`src/rtl/rr_arb_pkg.sv`:
```
// Shared types and helpers for the round-robin grant arbiters.
package rr_arb_pkg;

  localparam int DEFAULT_MAX_HOLD = 4;
  localparam int MAX_N            = 16;

  typedef enum logic {
    ST_IDLE  = 1'b0,
    ST_GRANT = 1'b1
  } state_t;

  // One-hot vector with bit idx set; all-zero when idx is not below n.
  function automatic logic [MAX_N-1:0] onehot(input int unsigned idx, input int unsigned n);
    return (idx < n) ? (MAX_N'(1) << idx) : '0;
  endfunction

endpackage

```
`src/rtl/rr_grant_arbiter_pick.sv`:
```
// Combinational round-robin picker: first set request at or after ptr, wrapping mod N.
module rr_pick #(
  parameter  int N   = 4,
  localparam int IDW = $clog2(N)
) (
  input  logic [N-1:0]   req,
  input  logic [IDW-1:0] ptr,
  output logic           any,
  output logic [IDW-1:0] sel_idx
);

  logic [N-1:0]   rot;
  logic [IDW-1:0] off;
  logic [IDW:0]   sum;

  // NOTE: every variable written here gets a default first, so no path can
  // leave it unassigned and infer a latch.
  always_comb begin
    rot = N'({req, req} >> ptr);
    any = |rot;
    off = '0;
    // Descending scan so the lowest set bit (closest to ptr) wins.
    for (int j = N - 1; j >= 0; j--) begin
      if (rot[j]) off = IDW'(j);
    end
    sum = {1'b0, off} + {1'b0, ptr};
    if (sum >= (IDW + 1)'(N)) sum = sum - (IDW + 1)'(N);
    sel_idx = sum[IDW-1:0];
  end

endmodule

```
`src/rtl/rr_grant_arbiter.sv`:
```
// Round-robin arbiter with registered one-hot grant, fairness pointer and bounded hold.
module rr_grant_arbiter
  import rr_arb_pkg::*;
#(
  parameter  int N        = 4,
  parameter  int MAX_HOLD = DEFAULT_MAX_HOLD,
  localparam int IDW      = $clog2(N)
) (
  input  logic           clk,
  input  logic           reset,
  input  logic [N-1:0]   req,
  output logic [N-1:0]   gnt,
  output logic [IDW-1:0] gnt_id,
  output logic           busy
);

  localparam int             HW        = $clog2(MAX_HOLD) + 1;
  localparam logic [HW-1:0]  HOLD_LAST = HW'(MAX_HOLD - 1);
  localparam logic [IDW-1:0] LAST_IDX  = IDW'(N - 1);

  state_t         state;
  logic [IDW-1:0] owner;
  logic [IDW-1:0] ptr;
  logic [HW-1:0]  hold_cnt;

  logic           pick_any;
  logic [IDW-1:0] pick_idx;
  logic           others;
  logic           give_up;
  logic [IDW-1:0] ptr_after;

  rr_pick #(.N(N)) u_pick (
    .req     (req),
    .ptr     (ptr),
    .any     (pick_any),
    .sel_idx (pick_idx)
  );

  // In GRANT, gnt is exactly onehot(owner), so masking with it isolates competitors.
  assign others    = |(req & ~gnt);
  assign give_up   = !req[owner] || (hold_cnt == HOLD_LAST && others);
  assign ptr_after = (owner == LAST_IDX) ? '0 : owner + 1'b1;

  assign gnt_id = owner;
  assign busy   = |gnt;

  // NOTE: state uses non-blocking assignments so every register samples the
  // pre-edge values; reset is synchronous, checked only at the clock edge.
  always_ff @(posedge clk) begin
    if (reset) begin
      state    <= ST_IDLE;
      gnt      <= '0;
      owner    <= '0;
      ptr      <= '0;
      hold_cnt <= '0;
    end else begin
      case (state)
        ST_IDLE: begin
          if (pick_any) begin
            state    <= ST_GRANT;
            owner    <= pick_idx;
            gnt      <= N'(onehot(32'(pick_idx), N));
            hold_cnt <= '0;
          end
        end
        ST_GRANT: begin
          if (give_up) begin
            // Ownership changes always pass through one dead IDLE cycle.
            state <= ST_IDLE;
            gnt   <= '0;
            ptr   <= ptr_after;
          end else if (hold_cnt != HOLD_LAST) begin
            hold_cnt <= hold_cnt + 1'b1;
          end
        end
        default: begin
          state <= ST_IDLE;
          gnt   <= '0;
        end
      endcase
    end
  end

endmodule

```
`config.mk`:
```
export PLATFORM = sky130hd
export DESIGN_NAME = rr_grant_arbiter
export DESIGN_NICKNAME = d
export VERILOG_FILES = /design/src/rtl/rr_arb_pkg.sv /design/src/rtl/rr_grant_arbiter_pick.sv /design/src/rtl/rr_grant_arbiter.sv
export SDC_FILE = /design/constraint.sdc
export NUM_CORES = 1
export LEC_CHECK = 0
export CAP_MARGIN = 20
export CORE_UTILIZATION = 40
export DETAILED_ROUTE_END_ITERATION = 10
export PLACE_DENSITY_LB_ADDON = 0.1
export SLEW_MARGIN = 0
export SYNTH_ARGS = -nofsm -noshare
export SYNTH_HDL_FRONTEND = slang
export SYNTH_HIERARCHICAL = 1
export SYNTH_SLANG_ARGS = --single-unit
export TNS_END_PERCENT = 30
```
`constraint.sdc`:
```
create_clock -name clk -period 2.37 [get_ports clk]
set_input_delay 0.3555 -clock clk [delete_from_list [all_inputs] [get_ports clk]]
set_output_delay 0.3555 -clock clk [all_outputs]
set_load 0.005 [all_outputs]
```
; ---- Word-level counts from Yosys, hierarchy flattened
; Cells that the tools add are included.
[word_totals]
wordCells = 51
ff_bits = 12
out_inout_bits = 7
in_bits = 6
[classes]
eq_ne = 7
muxes = 18
bitwise_logic = 3
reduce_logical = 10
n_shift = 2
addsub = 4
order_cmp = 2
[ops]
columns = op, n
row1 = $mux W2, 6
row2 = $reduce_or A4 Y1, 3
row3 = $mux W3, 3
row4 = $mux W4, 2
row5 = $pmux W4 S2, 1
row6 = $shr A8 B2 Y4, 1
row7 = $pmux W3 S2, 1
row8 = $reduce_and A2 Y1, 3
row9 = $and A4 B4 Y4, 1
row10 = $ne A2 B1 Y1 const B, 2
row11 = $ne A2 B2 Y1 const B, 2
row12 = $not A4 Y4, 1
row13 = $shl A1 B2 Y4 const A, 1
row14 = $add A2 B2 Y3, 1
row15 = $add A3 B1 Y3 const B, 1
row16 = $eq A3 B2 Y1 const B, 1
row17 = $ge A3 B3 Y1 const B, 1
row18 = $lt A2 B3 Y1 const B, 1
row19 = $mux W1, 3
row20 = $ne A3 B2 Y1 const B, 1
row21 = $reduce_and A3 Y1, 1
row22 = $add A2 B1 Y2 const B, 1
row23 = $bmux W1 S2, 1
row24 = $eq A2 B2 Y1 const B, 1
row25 = other kinds (6), 6

; ---- Depth between registers and ports, before layout
; Gate-level depths: netlist (run 1).
[depth]
depth_word = 11
depth_mapped = 9
depth_no_buf = 9

; ---- By module
; Netlist (run 1), hierarchy kept.
[modules_own_cells]
columns = mod, seq_area_each_um2, cells_each, area_each_um2, n_inst
row1 = rr_grant_arbiter, 240.2, 71, 666.9, 1
row2 = rr_pick, 0.0, 23, 180.2, 1

; ---- Worst setup path before layout (run 1)
; OpenSTA, ideal clock, no wires.
[synth_path]
kind = register -> register
start = reg ptr[1]
end = reg gnt[0]
period_less_slack_ns = 1.953
setup_ns = 0.074
setup_slack_ns = 0.417
t_arrival_ns = 1.879
stages_incl_launch_ff = 10
t_required_ns = 2.296
path_buffers = 0
path_cell_list = dfxtp_1 > nand2b_1 > a21oi_1 > o22ai_1 > o21a_1 > ha_1 > xnor2_1 > xnor2_1 > or4_1 > o21ai_0
[synth_via]
elab_chain_cells = 11
elab_cells_between_ends = 15
classes_between = add/sub: 2 / order compare: 1 / eq/ne: 1 / shift: 2 / mux: 7 / reduce/logical: 2
[synth_lines]
columns = element, line
row1 = from (decl), rr_grant_arbiter.sv:23  ; logic [IDW-1:0] ptr;
row2 = from (signal assigned), rr_grant_arbiter.sv:71  ; ptr <= ptr_after;
row3 = $shr A8 B2 Y4, rr_grant_arbiter_pick.sv:19  ; rot = N'({req, req} >> ptr);
row4 = $mux W2 (4 in a row), rr_grant_arbiter_pick.sv:24  ; if (rot[j]) off = IDW'(j);
row5 = $add A2 B2 Y3 *, rr_grant_arbiter_pick.sv:26  ; sum = {1'b0, off} + {1'b0, ptr};
row6 = $ge A3 B3 Y1 or $sub A2 B1 Y2 (tied branches), rr_grant_arbiter_pick.sv:27  ; if (sum >= (IDW + 1)'(N)) sum = sum - (IDW + 1)'(N);
row7 = $mux W2 *, rr_grant_arbiter_pick.sv:27
row8 = net pick_idx[1], rr_grant_arbiter.sv:27  ; logic [IDW-1:0] pick_idx;
row9 = $shl A1 B2 Y4 *, rr_arb_pkg.sv:14  ; return (idx < n) ? (MAX_N'(1) << idx) : '0;
row10 = $mux W4 *, rr_grant_arbiter.sv:59  ; if (pick_any) begin
row11 = $pmux W4 S2 *, rr_grant_arbiter.sv:57  ; case (state)
row12 = to (signal assigned), rr_grant_arbiter.sv:62  ; gnt <= N'(onehot(32'(pick_idx), N));
row13 = to (decl), rr_grant_arbiter.sv:12  ; output logic [N-1:0] gnt,
; The timed path passes the listed nets; every way through them passes the cells marked *. The select of a mux whose other input is x is not followed.
; A chain may end at the register's enable or synchronous reset.

; ---- Worst setup path after layout (run 1)
[layout_path]
start = in req[0]
end = reg gnt[0]
[layout_via]
elab_chain_cells = 11
elab_cells_between_ends = 23
classes_between = add/sub: 2 / order compare: 1 / eq/ne: 2 / shift: 2 / mux: 9 / bitwise: 1 / reduce/logical: 6
[layout_lines]
columns = element, line
row1 = from (decl), rr_grant_arbiter.sv:11  ; input logic [N-1:0] req,
row2 = $shr A8 B2 Y4 *, rr_grant_arbiter_pick.sv:19
row3 = $mux W2 (3 in a row), rr_grant_arbiter_pick.sv:24
row4 = $mux W2 *, rr_grant_arbiter_pick.sv:24
row5 = $add A2 B2 Y3 *, rr_grant_arbiter_pick.sv:26
row6 = $ge A3 B3 Y1 or $sub A2 B1 Y2 (tied branches), rr_grant_arbiter_pick.sv:27
row7 = $mux W2 *, rr_grant_arbiter_pick.sv:27
row8 = net pick_idx[1], rr_grant_arbiter.sv:27
row9 = $shl A1 B2 Y4 *, rr_arb_pkg.sv:14
row10 = $mux W4 *, rr_grant_arbiter.sv:59
row11 = $pmux W4 S2 *, rr_grant_arbiter.sv:57
; Marked as above.

==> run_results.csv, run 1 <==
group,metric,value,unit
logic_synthesis,synth_top_family_by_area,"simple AND/OR/NAND/NOR gates",
drt,routed_wl,1930,µm
timing,finalHoldViolCount,0,
critical_path,crit_path_start_kind,"input pin",
timing,slew_viol_final,0,
die,die_h,48.0,µm
timing,setup_tns,0,ns
clock_network,postCtsHoldBufs,0,
job,maxCapViolations,0,
die,die_x,48.0,µm
clock_network,cts_tree,"done",
logic_synthesis,synth-seq-cells,12,
timing,max_slew_margin,73.7,%
logic_synthesis,netlist_area,847,µm²
timing,fin_crit,2.29,ns
worst_hold_path,worstHoldPathType,"flop to flop",
logic_synthesis,synthXorXnorAreaFrac,2.07,%
critical_path,r2r_cells,9,
logic_synthesis,ys_seq_area_share,28.4,%
worst_hold_path,hold_depth,2,
timing,finalSetupViolCount,0,
drt,vias,794,
global_route,grt_pass1_wl,3080,µm
critical_path,path_common_cell,"xnor2_1",
timing,fin_skew,0.00512,ns
clock_network,htreeDepth,1,
timing,rsz0062_at_grt,"false",
critical_path,path_class,"input pin to flop",
logic_synthesis,ys.flop_type,"dfxtp_1",
die,die_area,2310,µm²
place,port-buffer-count,12,
critical_path,worst-path-buf-inv,1,
critical_path,worstPathRequired,2.58,ns
global_route,grt_max_degree,14,
critical_path,timing.rr.start,"ptr[1]",
logic_synthesis,synth-async-reset-ratio,0,%
timing,finalCritPeriodShare,96.6,%
logic_synthesis,synthSimpleGateAreaFrac,31.0,%
critical_path,max_stage_delay,0.54,ns
clock_network,clk_latency,0.27,ns
logic_synthesis,synth_cell_type_count,36,
logic_synthesis,synth_compound_area_share,18.9,%
worst_hold_path,hp-start,"hold_cnt[1]",
global_route,overflow,0,
clock_network,cts_resized,0,
place,dp_cells,148,
logic_synthesis,synth_fa_ha_area_share,5.91,%
critical_path,crit_path_max_fanout,5,
critical_path,cp_cell_sequence,"clkdlybuf4s50_1 > nand2b_1 > a21oi_1 > o22ai_1 > o21a_1 > ha_1 > xnor2_1 > xnor2_1 > or4_1 > o21ai_0",
clock_network,cts.sinks,12,
timing,fin_ws,0.0808,ns
logic_synthesis,synthMuxAreaShare,10.9,%
die,start_util,42.7,%
clock_network,numCtsBuffers,3,
outcome,status,"finished clean",
drt,via_per_inst,5.26,
critical_path,critPathArrivalTime,2.50,ns
drt,wl_per_cell,12.8,µm
global_route,grt_util_all_layers,19.3,%
die,design.portCount,13,
place,dp_hpwl,1470,µm
drt,firstDrtPassIters,4,
drt,drc,0,
drt,drtIter0Drc,13,
logic_synthesis,synth_cells,94,
die,num_rows,16,
layout,area_growth,35.6,%
critical_path,r2r_end,"gnt[0]",
clock_network,cts_buffer_depth,2,
power,vdd.ir_drop.worst,376,µV
layout,layout-drive-gt1-share,26.6,%
worst_hold_path,hold_end,"hold_cnt[1]",
timing,fmax,437,MHz
critical_path,critPathTopFamily,"simple AND/OR/NAND/NOR gates",
layout,stdcell_count,151,
place,dp_slack,-0.206,ns
critical_path,slowest_stage,"clkdlybuf4s50_1",
die,core-area,1980,µm²
timing,tightest_slew,0.394,ns
layout,n_antenna_cell,0,
logic_synthesis,syn_area_per_cell,9.01,µm²
power,p_leak,0.473,nW
clock_network,root_buffer,"clkbuf_4",
clock_network,path_clk_slew,0.08,ns
drt,detail-route-antenna-nets,0,
global_route,grt_pass1_vias,765,
critical_path,end_kind,"flop",
layout,nets,136,
critical_path,r2r_slack,0.23,ns
logic_synthesis,synth_edf_count,0,
place,place.gp.congestion,0.773,
global_route,antenna_found_initial,0,
logic_synthesis,synthesis.nets,104,
clock_network,cts_setup_buffers,0,
logic_synthesis,ys_warn_count,6,
power,power.density,572,nW/µm²
how the worst max path moves through the flow:
stage          startpoint     end  slack, ns  cells past startpoint
3_3_place_gp       req[1]  gnt[0]       -0.1                     10
4_1_cts            req[1]  gnt[0]       0.06                     10
3_5_place_dp       req[1]  gnt[0]      -0.21                     10
5_1_grt            req[0]  gnt[0]       0.02                     10
2_1_floorplan      ptr[1]  gnt[0]       0.42                      9
6_report           req[0]  gnt[0]       0.08                     10
routing by layer:
layer	vias to the layer above	wire (µm)	share of wire, %	global-route usage [%]
met4	0	13	0.67	6.11
met3	2	75	3.9	6.04
met1	359	950	49	24.6
li1	415	-	-	-
met5	-	0	0	0
met2	18	892	46	30.8
cells in the mapped netlist (all sizes together), types with 2 or more instances:
master   n  area (µm²)
o22ai    5        31.3
dfxtp   12         240
inv      3        11.3
xnor2    2        17.5
or4      3        22.5
mux2     5        60.1
a21oi    7        38.8
nand3b   7        65.1
nor2     2        7.51
nand2    7        26.3
clkbuf   2        7.51
ha       4        50.1
nor2b    4        25.0
o211ai   2        20.0
nand2b   9        56.3
nand3    4        25.0
nor3     2        10.0
placed cells by master, fill, tap and decap left out, types with 2 or more instances in the layout:
master	count
a21oi_1	6
buf_4	18
clkbuf_4	3
clkdlybuf4s50_1	11
dfxtp_1	12
ha_1	4
inv_1	3
mux2_2	4
nand2_1	7
nand2b_1	9
nand3_1	3
nand3b_1	6
nor2_1	2
nor2b_1	4
nor3_1	2
o22ai_1	5
or4_1	3
xnor2_1	2
cell families (layout without fill, tap and decap cells):
kind of cell / count (synthesis) / in the layout
compound gates: 22 / 22
buf+inv: 6 / 36
xor+xnor: 2 / 2
flops: 12 / 12
mux: 7 / 7
simple gates: 41 / 41
fa+ha+maj: 4 / 4
report_power, final:
group          leakage, nW  switching [mW]  total (mW)  internal (mW)
clock network       0.0138          0.0679       0.127         0.0588
logic                0.361           0.107       0.270          0.163
registers           0.0981          0.0344       0.260          0.226
total                0.473           0.209       0.657          0.447
cell type report:
type	count	area (µm²)
fillers	182	833
clock buffers	3	22.5
well taps	27	33.8
multi-input cells	76	583
flip-flops and latches	12	240
repair buffers	30	258
inverters	3	11.3
per-stage QoR:
| step | instance area (µm²) | power, mW | utilization, % | hold slack [ns] |
|---|---|---|---|---|
| after global routing | 1150 | 0.702 | 58.0 | 0.516 |
| after detailed placement | 1120 | 0.532 | 56.7 | 0.479 |
| after CTS | 1150 | 0.659 | 57.8 | 0.490 |
| final | 1150 | 0.657 | 58.0 | 0.488 |
| after floorplan | 847 | 0.403 | - | 0.452 |
| after global placement | 1120 | 0.527 | 56.7 | 0.460 |
worst reg2reg max path, cell delays in order, from the launching register on:
cell	delay, ns
dfxtp_1	0.38
nand2b_1	0.17
a21oi_1	0.16
o22ai_1	0.09
o21a_1	0.18
ha_1	0.19
xnor2_1	0.22
xnor2_1	0.12
or4_1	0.50
o21ai_0	0.07
flip-flops by register name, summed over array words and instances, names as in the netlist:
name and flops:
gnt_id 2, gnt 4, state 1, ptr 2, hold_cnt 3
(Power assumes the default switching activity.)
==> inputs of run 2 (changes only) <==
--- a/config.mk
+++ b/config.mk
@@ -6,6 +6,7 @@
 export NUM_CORES = 1
 export LEC_CHECK = 0
 export CAP_MARGIN = 20
+export CORE_ASPECT_RATIO = 0.9
 export CORE_UTILIZATION = 40
 export DETAILED_ROUTE_END_ITERATION = 10
 export PLACE_DENSITY_LB_ADDON = 0.1
@@ -14,4 +15,4 @@
 export SYNTH_HDL_FRONTEND = slang
 export SYNTH_HIERARCHICAL = 1
 export SYNTH_SLANG_ARGS = --single-unit
-export TNS_END_PERCENT = 30
+export TNS_END_PERCENT = 20
==> run_results.csv, run 2 (synthesis results as in run 1) <==
group,metric,value,unit
place,dpl-instance-area,1090,µm²
layout,finalInstanceArea,1130,µm²
timing,fmax,449,MHz
critical_path,end_kind,"flop",
layout,area_growth,33.1,%
layout,final_cell_mix,"buf_4 (14), dfxtp_1 (12), clkdlybuf4s50_1 (12), nand2b_1 (9), nand2_1 (7)",
drt,drc,0,
clock_network,clk_latency,0.28,ns
place,dp_slack,-0.114,ns
timing,slew_viol_final,0,
die,die_area,2310,µm²
place,dp_hpwl,1490,µm
global_route,grt_max_degree,14,
drt,drtIter0Drc,10,
critical_path,critPathArrivalTime,2.43,ns
clock_network,cts_buffer_depth,2,
die,start_util,43.4,%
die,die_x,50.5,µm
clock_network,path_clk_slew,0.08,ns
global_route,grt_pass1_wl,3280,µm
global_route,grt_util_all_layers,19.3,%
die,num_rows,15,
critical_path,path_common_cell,"xnor2_1",
die,core-area,1950,µm²
critical_path,slowest_stage,"clkdlybuf4s50_1",
drt,vias,793,
layout,regMostFlops,"gnt",
critical_path,worstPathRequired,2.58,ns
timing,rsz0062_at_grt,"false",
layout,stdcell_count,146,
timing,fin_skew,0.000940,ns
outcome,status,"finished clean",
power,vdd.ir_drop.worst,382,µV
global_route,grt_pass1_vias,696,
timing,tightest_slew,0.387,ns
critical_path,max_stage_delay,0.54,ns
die,design.portCount,13,
layout,largestRegisters,"gnt: 4 flops, hold_cnt: 3 flops",
clock_network,cts_resized,0,
layout,largest_reg_flops,4,
global_route,overflow,0,
layout,layout-drive-gt1-share,24.8,%
power,p_leak,0.451,nW
clock_network,cts_tree,"done",
timing,finalSetupViolCount,0,
die,die_h,45.7,µm
clock_network,cts.sinks,12,
critical_path,cp_cell_sequence,"clkdlybuf4s50_1 > nand2b_1 > a2bb2oi_1 > o211ai_1 > o21a_1 > ha_1 > xnor2_1 > xnor2_1 > or4_1 > o21ai_0",
place,place.gp.congestion,0.838,
place,dp_cells,142,
clock_network,cts_setup_buffers,0,
clock_network,numCtsBuffers,3,
timing,finalCritPeriodShare,94.0,%
timing,fin_crit,2.23,ns
timing,max_slew_margin,74.1,%
layout,nets,132,
drt,detail-route-antenna-nets,0,
worst_hold_path,worstHoldPathType,"flop to flop",
timing,finalHoldViolCount,0,
layout,fin_util,57.8,%
drt,firstDrtPassIters,4,
critical_path,worst-path-buf-inv,1,
drt,routed_wl,1960,µm
place,port-buffer-count,12,
drt,wl_per_cell,13.4,µm
job,maxCapViolations,0,
global_route,antenna_found_initial,0,
critical_path,path_class,"input pin to flop",
clock_network,htreeDepth,1,
drt,via_per_inst,5.43,
critical_path,crit_path_start_kind,"input pin",
timing,fin_ws,0.143,ns
clock_network,root_buffer,"clkbuf_4",
layout,final_common_cell,"buf_4",
power,power.density,616,nW/µm²
layout,n_antenna_cell,0,
clock_network,postCtsHoldBufs,0,
critical_path,critPathTopFamily,"simple AND/OR/NAND/NOR gates",
critical_path,crit_path_max_fanout,5,
-- run 2: metrics by stage --
step                hold slack, ns  total power [mW]  TNS (ns)
floorplan                    0.452             0.403         0
global placement             0.466             0.526   -0.0892
detailed placement           0.476             0.528    -0.115
CTS                          0.488             0.700         0
global route                 0.519             0.737         0
finish                       0.485             0.695         0
-- run 2: worst paths after layout --
| path | startpoint | end | slack [ns] | depth (start not counted) |
|---|---|---|---|---|
| setup reg to reg | ptr[1] | gnt[0] | 0.27 | 9 |
| setup / recovery | req[1] | gnt[0] | 0.14 | 10 |
| hold reg to reg | hold_cnt[1] | hold_cnt[1] | 0.48 | 2 |
| hold / removal | hold_cnt[1] | hold_cnt[1] | 0.48 | 2 |
-- run 2: layout make-up --
| type | instances | area (µm²) |
|---|---|---|
| sequential | 12 | 240 |
| fill | 188 | 825 |
| tap | 25 | 31.3 |
| clock buffer | 4 | 36.3 |
| multi-input combinational | 76 | 583 |
| inverter | 3 | 11.3 |
| timing repair buffer | 26 | 225 |
-- run 2: report_power, final --
part           leakage [nW]  switching [mW]  internal [mW]
Sequential           0.0981          0.0367          0.226
Combinational         0.332           0.106          0.157
Clock                0.0210          0.0756         0.0934
Total                 0.451           0.218          0.477
-- run 2: metal layers --
metal	wire length, µm	GRT usage (%)	part of all wire (%)
met2	832	29.6	42
met3	122	5.00	6.2
met4	13	5.00	0.66
met5	0	0	0
met1	992	26.9	51
-- run 2: worst min-delay path, stage by stage (launching register included) --
cell and delay, ns:
dfxtp_1 0.32, nand3_1 0.06, a21oi_1 0.06
